[config.mk]
export PLATFORM = sky130hd
export DESIGN_NAME = pc_fetch
export DESIGN_NICKNAME = d
export VERILOG_FILES = /design/src/rtl/pc_fetch.sv
export SDC_FILE = /design/constraint.sdc
export NUM_CORES = 1
export LEC_CHECK = 0
export BUFFER_PORTS_ARGS = -buffer_cell sky130_fd_sc_hd__buf_4
export CAP_MARGIN = 20
export CORE_MARGIN = 2
export CORE_UTILIZATION = 40
export CTS_BUF_LIST = sky130_fd_sc_hd__clkbuf_4 sky130_fd_sc_hd__clkbuf_8 sky130_fd_sc_hd__clkbuf_16
export DETAILED_ROUTE_END_ITERATION = 12
export GPL_ROUTABILITY_DRIVEN = 0
export PLACE_DENSITY = 0.63
export SYNTH_ARGS = -nofsm -noshare
export SYNTH_HDL_FRONTEND = slang
export SYNTH_SLANG_ARGS = --single-unit
[constraint.sdc]
create_clock -name dbg_clk -period 1.7 [get_ports dbg_clk]
set_clock_uncertainty 0.1 [all_clocks]
set_input_delay 0.425 -clock dbg_clk [delete_from_list [all_inputs] [get_ports dbg_clk]]
set_output_delay 0.425 -clock dbg_clk [all_outputs]
set_load 0.02 [all_outputs]
[src/rtl/pc_fetch.sv]
// Instruction fetch / single data-access sequencer for a shared memory bus.
// Optional macro PC_FETCH_WAIT_EN compiles in the WAIT_CYCLES wait-state counter.
module pc_fetch #(
  parameter int unsigned       DATA_W      = 8,
  parameter int unsigned       ADDR_W      = 8,
  parameter int unsigned       WAIT_CYCLES = 0,
  parameter logic [ADDR_W-1:0] RESET_PC    = '0
) (
  input  logic              dbg_clk,
  input  logic              rst_n,
  output logic [DATA_W-1:0] instr,
  output logic              instr_valid,
  input  logic              instr_ready,
  input  logic              jmp,
  input  logic [ADDR_W-1:0] jmp_addr,
  input  logic              data_req,
  input  logic              data_we,
  input  logic [ADDR_W-1:0] data_addr,
  input  logic [DATA_W-1:0] data_wdata,
  output logic [DATA_W-1:0] data_rdata,
  output logic              data_done,
  output logic [ADDR_W-1:0] pc,
  output logic [ADDR_W-1:0] mem_addr,
  output logic              rw_mem,
  output logic [DATA_W-1:0] mem_wdata,
  input  logic [DATA_W-1:0] mem_rdata
);

  localparam int unsigned CNT_W = 4;

  typedef enum logic [1:0] {
    FETCH = 2'd0,
    HOLD  = 2'd1,
    DATA  = 2'd2
  } state_e;

  state_e              state_q, state_d;
  logic [ADDR_W-1:0]   fetch_pc_q, fetch_pc_d;
  logic [ADDR_W-1:0]   pc_q, pc_d;
  logic [DATA_W-1:0]   instr_q, instr_d;
  logic [DATA_W-1:0]   rdata_q, rdata_d;
  logic                done_q, done_d;
  logic [ADDR_W-1:0]   daddr_q, daddr_d;
  logic                dwe_q, dwe_d;
  logic [DATA_W-1:0]   dwdata_q, dwdata_d;
  logic                last_c;

`ifdef PC_FETCH_WAIT_EN
  // Counts wait states within a FETCH or DATA access; zero outside an access.
  localparam logic [CNT_W-1:0] WAIT_LAST = CNT_W'(WAIT_CYCLES);

  logic [CNT_W-1:0] cnt_q, cnt_d;

  assign last_c = (cnt_q == WAIT_LAST);

  always_comb begin
    cnt_d = '0;
    if ((state_q == FETCH || state_q == DATA) && !last_c) begin
      cnt_d = cnt_q + CNT_W'(1);
    end
  end

  always_ff @(posedge dbg_clk or negedge rst_n) begin
    if (!rst_n) begin
      cnt_q <= '0;
    end else begin
      cnt_q <= cnt_d;
    end
  end
`else
  logic unused_wait_c;

  assign last_c        = 1'b1;
  assign unused_wait_c = ^(CNT_W'(WAIT_CYCLES));
`endif

  // Next-state and register updates for the fetch/hold/data sequence.
  always_comb begin
    state_d    = state_q;
    fetch_pc_d = fetch_pc_q;
    pc_d       = pc_q;
    instr_d    = instr_q;
    rdata_d    = rdata_q;
    done_d     = 1'b0;
    daddr_d    = daddr_q;
    dwe_d      = dwe_q;
    dwdata_d   = dwdata_q;
    case (state_q)
      FETCH: begin
        if (last_c) begin
          instr_d = mem_rdata;
          pc_d    = fetch_pc_q;
          state_d = HOLD;
        end
      end
      HOLD: begin
        if (instr_ready) begin
          fetch_pc_d = jmp ? jmp_addr : pc_q + ADDR_W'(1);
          if (data_req) begin
            daddr_d  = data_addr;
            dwe_d    = data_we;
            dwdata_d = data_wdata;
            state_d  = DATA;
          end else begin
            state_d = FETCH;
          end
        end
      end
      DATA: begin
        if (last_c) begin
          if (!dwe_q) begin
            rdata_d = mem_rdata;
          end
          done_d  = 1'b1;
          state_d = FETCH;
        end
      end
      default: state_d = FETCH;
    endcase
  end

  always_ff @(posedge dbg_clk or negedge rst_n) begin
    if (!rst_n) begin
      state_q    <= FETCH;
      fetch_pc_q <= RESET_PC;
      pc_q       <= RESET_PC;
      instr_q    <= '0;
      rdata_q    <= '0;
      done_q     <= 1'b0;
      daddr_q    <= '0;
      dwe_q      <= 1'b0;
      dwdata_q   <= '0;
    end else begin
      state_q    <= state_d;
      fetch_pc_q <= fetch_pc_d;
      pc_q       <= pc_d;
      instr_q    <= instr_d;
      rdata_q    <= rdata_d;
      done_q     <= done_d;
      daddr_q    <= daddr_d;
      dwe_q      <= dwe_d;
      dwdata_q   <= dwdata_d;
    end
  end

  // Bus controls decode straight from state so reset drops rw_mem immediately.
  assign mem_addr    = (state_q == DATA) ? daddr_q : fetch_pc_q;
  assign rw_mem      = (state_q == DATA) && dwe_q;
  assign mem_wdata   = dwdata_q;
  assign instr_valid = (state_q == HOLD);
  assign instr       = instr_q;
  assign pc          = pc_q;
  assign data_rdata  = rdata_q;
  assign data_done   = done_q;

endmodule

==> results.py <==
metrics = {
    "grt": {
        "grt_max_degree": 32,
        "globalRouteOverflowTotal": 0,
        "grt_pass1_vias": 1658,
        "grt_pass1_wl_mm": 8.252,
        "antenna_found_initial": 0,
        "track_usage_pct": 17.23,
    },
    "placed_design": {
        "io_buffer_count": 80,
        "place_area_sq_um": 3042,
        "dp_hpwl_mm": 3.665,
    },
    "final_layout": {
        "final_cell_mix": "buf_4 (82), dfrtp_1 (52), mux2_2 (29)",
        "n_antenna_cell": 0,
        "layout-drive-gt1-share_pct": 62.16,
        "final_common_cell": "buf_4",
        "fillers": 457,
        "nets": 297,
        "area_growth_pct": 45.70,
        "stdcell_area_sq_um": 3267,
    },
    "timing": {
        "slew_violations": 0,
        "fmax_ghz": 0.5033,
        "slew_headroom_pct": 80.87,
        "whs_ns": 0.2119,
        "setup_tns_ns": -2.273,
        "final_hold_viol_count": 0,
        "setup_viol": 9,
        "fin_crit_ns": 1.987,
        "rsz0062_at_grt": "true",
        "fin_ws_ns": -0.2870,
        "worst_pin_slew_ns": 0.2833,
        "period_share_pct": 116.9,
    },
    "critical_path": {
        "arrival_ns": 1.46,
        "cp_cell_sequence": "nor2b_4, buf_8, mux2_4, buf_6",
        "crit_path_max_incr_delay_ns": 0.41,
        "cpLargestDelayFamily": "flip-flops",
        "critPathKind": "reg2out",
        "cp_max_fo": 8,
        "worstPathRequired_ns": 1.17,
        "crit_buf_inv": 2,
        "critPathCaptureType": "output pin",
        "cp-start-kind": "register",
        "slowest_stage": "dfrtp_1",
    },
    "floorplanning": {
        "io_pins": 81,
        "coreArea_sq_um": 5473,
        "dieHeight_microns": 78.87,
        "start_util_pct": 40.97,
        "die_w_microns": 78.87,
        "fp-row-count": 27,
        "die-area_sq_um": 6220,
    },
    "yosys": {
        "synth_edf_count": 0,
        "yosys_warnings": 0,
        "avgSynthCellArea_sq_um": 14.10,
        "synth_flop_cell": "dfrtp_1",
        "synth_cells": 159,
        "async_flop_share_pct": 100.0,
        "yosysSeqAreaShare_pct": 58.04,
        "netlist_area_sq_um": 2242,
        "yosysUniqueCellTypes": 24,
        "syn_nets": 198,
        "synth-seq-cells": 52,
    },
    "routing": {
        "drtAntennaViolNets": 0,
        "routedWlPerCell_microns": 14.87,
        "drcViolationCount": 0,
        "vias_per_cell": 4.798,
        "drt-initial-drc-count": 57,
        "vias": 1588,
        "wl_mm": 4.921,
        "dr.pass1.iters": 4,
    },
    "clock_network": {
        "clk_pin_slew_worst_paths_ns": 0.08,
        "ctsRootBufferMaster": "clkbuf_8",
        "numClockSinks": 52,
        "htreeDepth": 2,
        "cts_buffers": 5,
        "cts_tree": "yes",
        "insertion_delay_ns": 0.30,
        "clockBufferDepth": 2,
    },
    "power": {
        "ir_drop_uv": 678.8,
        "p_leak_nw": 1.617,
        "p_per_area_nw_per_um2": 1479,
        "total_power_mw": 4.833,
    },
    "run_status": {
        "violations": "setup timing",
        "status": "finished with violations",
    },
    "flow_run": {
        "cap_violations": 0,
    },
    "hold_path": {
        "min_path_type": "in2reg",
    },
}
[area by class of cell]
class / count / area [sq um] / share of cell area [%]
Clock buffer: 8 / 97.59 / 2.987
Inverter: 2 / 7.507 / 0.2298
Timing Repair Buffer: 98 / 824.5 / 25.24
Sequential cell: 52 / 1301 / 39.83
Multi-Input combinational cell: 99 / 945.9 / 28.95
Tap cell: 72 / 90.09 / 2.758
[report_power, final]
part	leakage [nW]	internal, mW	switching [mW]	total, mW
Sequential	0.624	1.65	0.309	1.96
Clock	0.0523	0.364	0.369	0.733
Combinational	0.940	1.17	0.971	2.14
[per-stage QoR]
step	worst slack (ns)	utilization, %	instances
after global routing	-0.3384	59.69	331
after global placement	-0.006101	55.58	320
after floorplan	0.02519	-	159
after detailed placement	-0.04025	55.58	320
after CTS	-0.2863	59.76	332
final	-0.2870	59.69	331
[metal layers]
metal	GRT usage, %	part of all wire, %	routed length [microns]	up-vias
li1	-	-	-	759
met1	23.38	44	2164	768
met2	27.01	48	2343	55
met3	5.000	7.1	349	6
met4	5.172	1.3	63	0
met5	0	0	0	-
[cell families (layout without fill, tap and decap cells)]
group | count (synthesis) | in the layout | share of synthesized area [%]
multiplexers | 52 | 52 | 27.46
flip-flops | 52 | 52 | 58.04
AND/OR/NAND/NOR | 25 | 25 | 5.915
AO/OA/AOI/OAI | 17 | 17 | 4.297
buffers and inverters | 8 | 108 | 2.176
XOR/XNOR | 4 | 4 | 1.563
adder cells (fa/ha/maj) | 1 | 1 | 0.5579
[final timing paths]
path / depth (start not counted) / end / startpoint / slack, ns
setup / recovery: 4 / mem_addr[1] / state_q[0] / -0.29
hold / removal: 2 / state_q[0] / instr_ready / 0.21
setup reg to reg: 6 / mem_wdata[4] / state_q[0] / 0.11
hold reg to reg: 1 / data_rdata[1] / data_rdata[1] / 0.42
max in group asynchronous: 3 / data_rdata[7] / rst_n / 0.59
min in group asynchronous: 2 / mem_wdata[5] / rst_n / 0.46
[what timing repair did]
item / CTS / global route
hold buffers: 1 / 0
gates resized for setup: 27 / 1
setup endpoints to repair: 9 / 27
pin swaps: 2 / 0
hold endpoints to repair: 21 / 0
buffers inserted: 3 / 1
[state kept, by name, indices dropped and copies added, names as in the netlist]
register / flops
daddr_q: 8
data_rdata: 8
fetch_pc_q: 8
instr: 8
mem_wdata: 8
pc: 8
state_q: 2
data_done: 1
dwe_q: 1
[Yosys cell counts (all sizes together), types with 2 or more instances]
| master | count | area share, % |
|---|---|---|
| nand2 | 9 | 1.8 |
| dfrtp | 52 | 58 |
| mux2 | 49 | 26 |
| mux2i | 3 | 1.3 |
| and3 | 2 | 0.56 |
| a21oi | 7 | 1.6 |
| xnor2 | 2 | 0.78 |
| nor2b | 3 | 1.2 |
| o21ai | 7 | 1.6 |
| nor2 | 5 | 0.84 |
| nand3 | 3 | 0.67 |
| inv | 2 | 0.33 |
| and2 | 2 | 0.56 |
| xor2 | 2 | 0.78 |
| buf | 5 | 1.7 |
| a31o | 2 | 0.78 |
(Power assumes the default switching activity.)
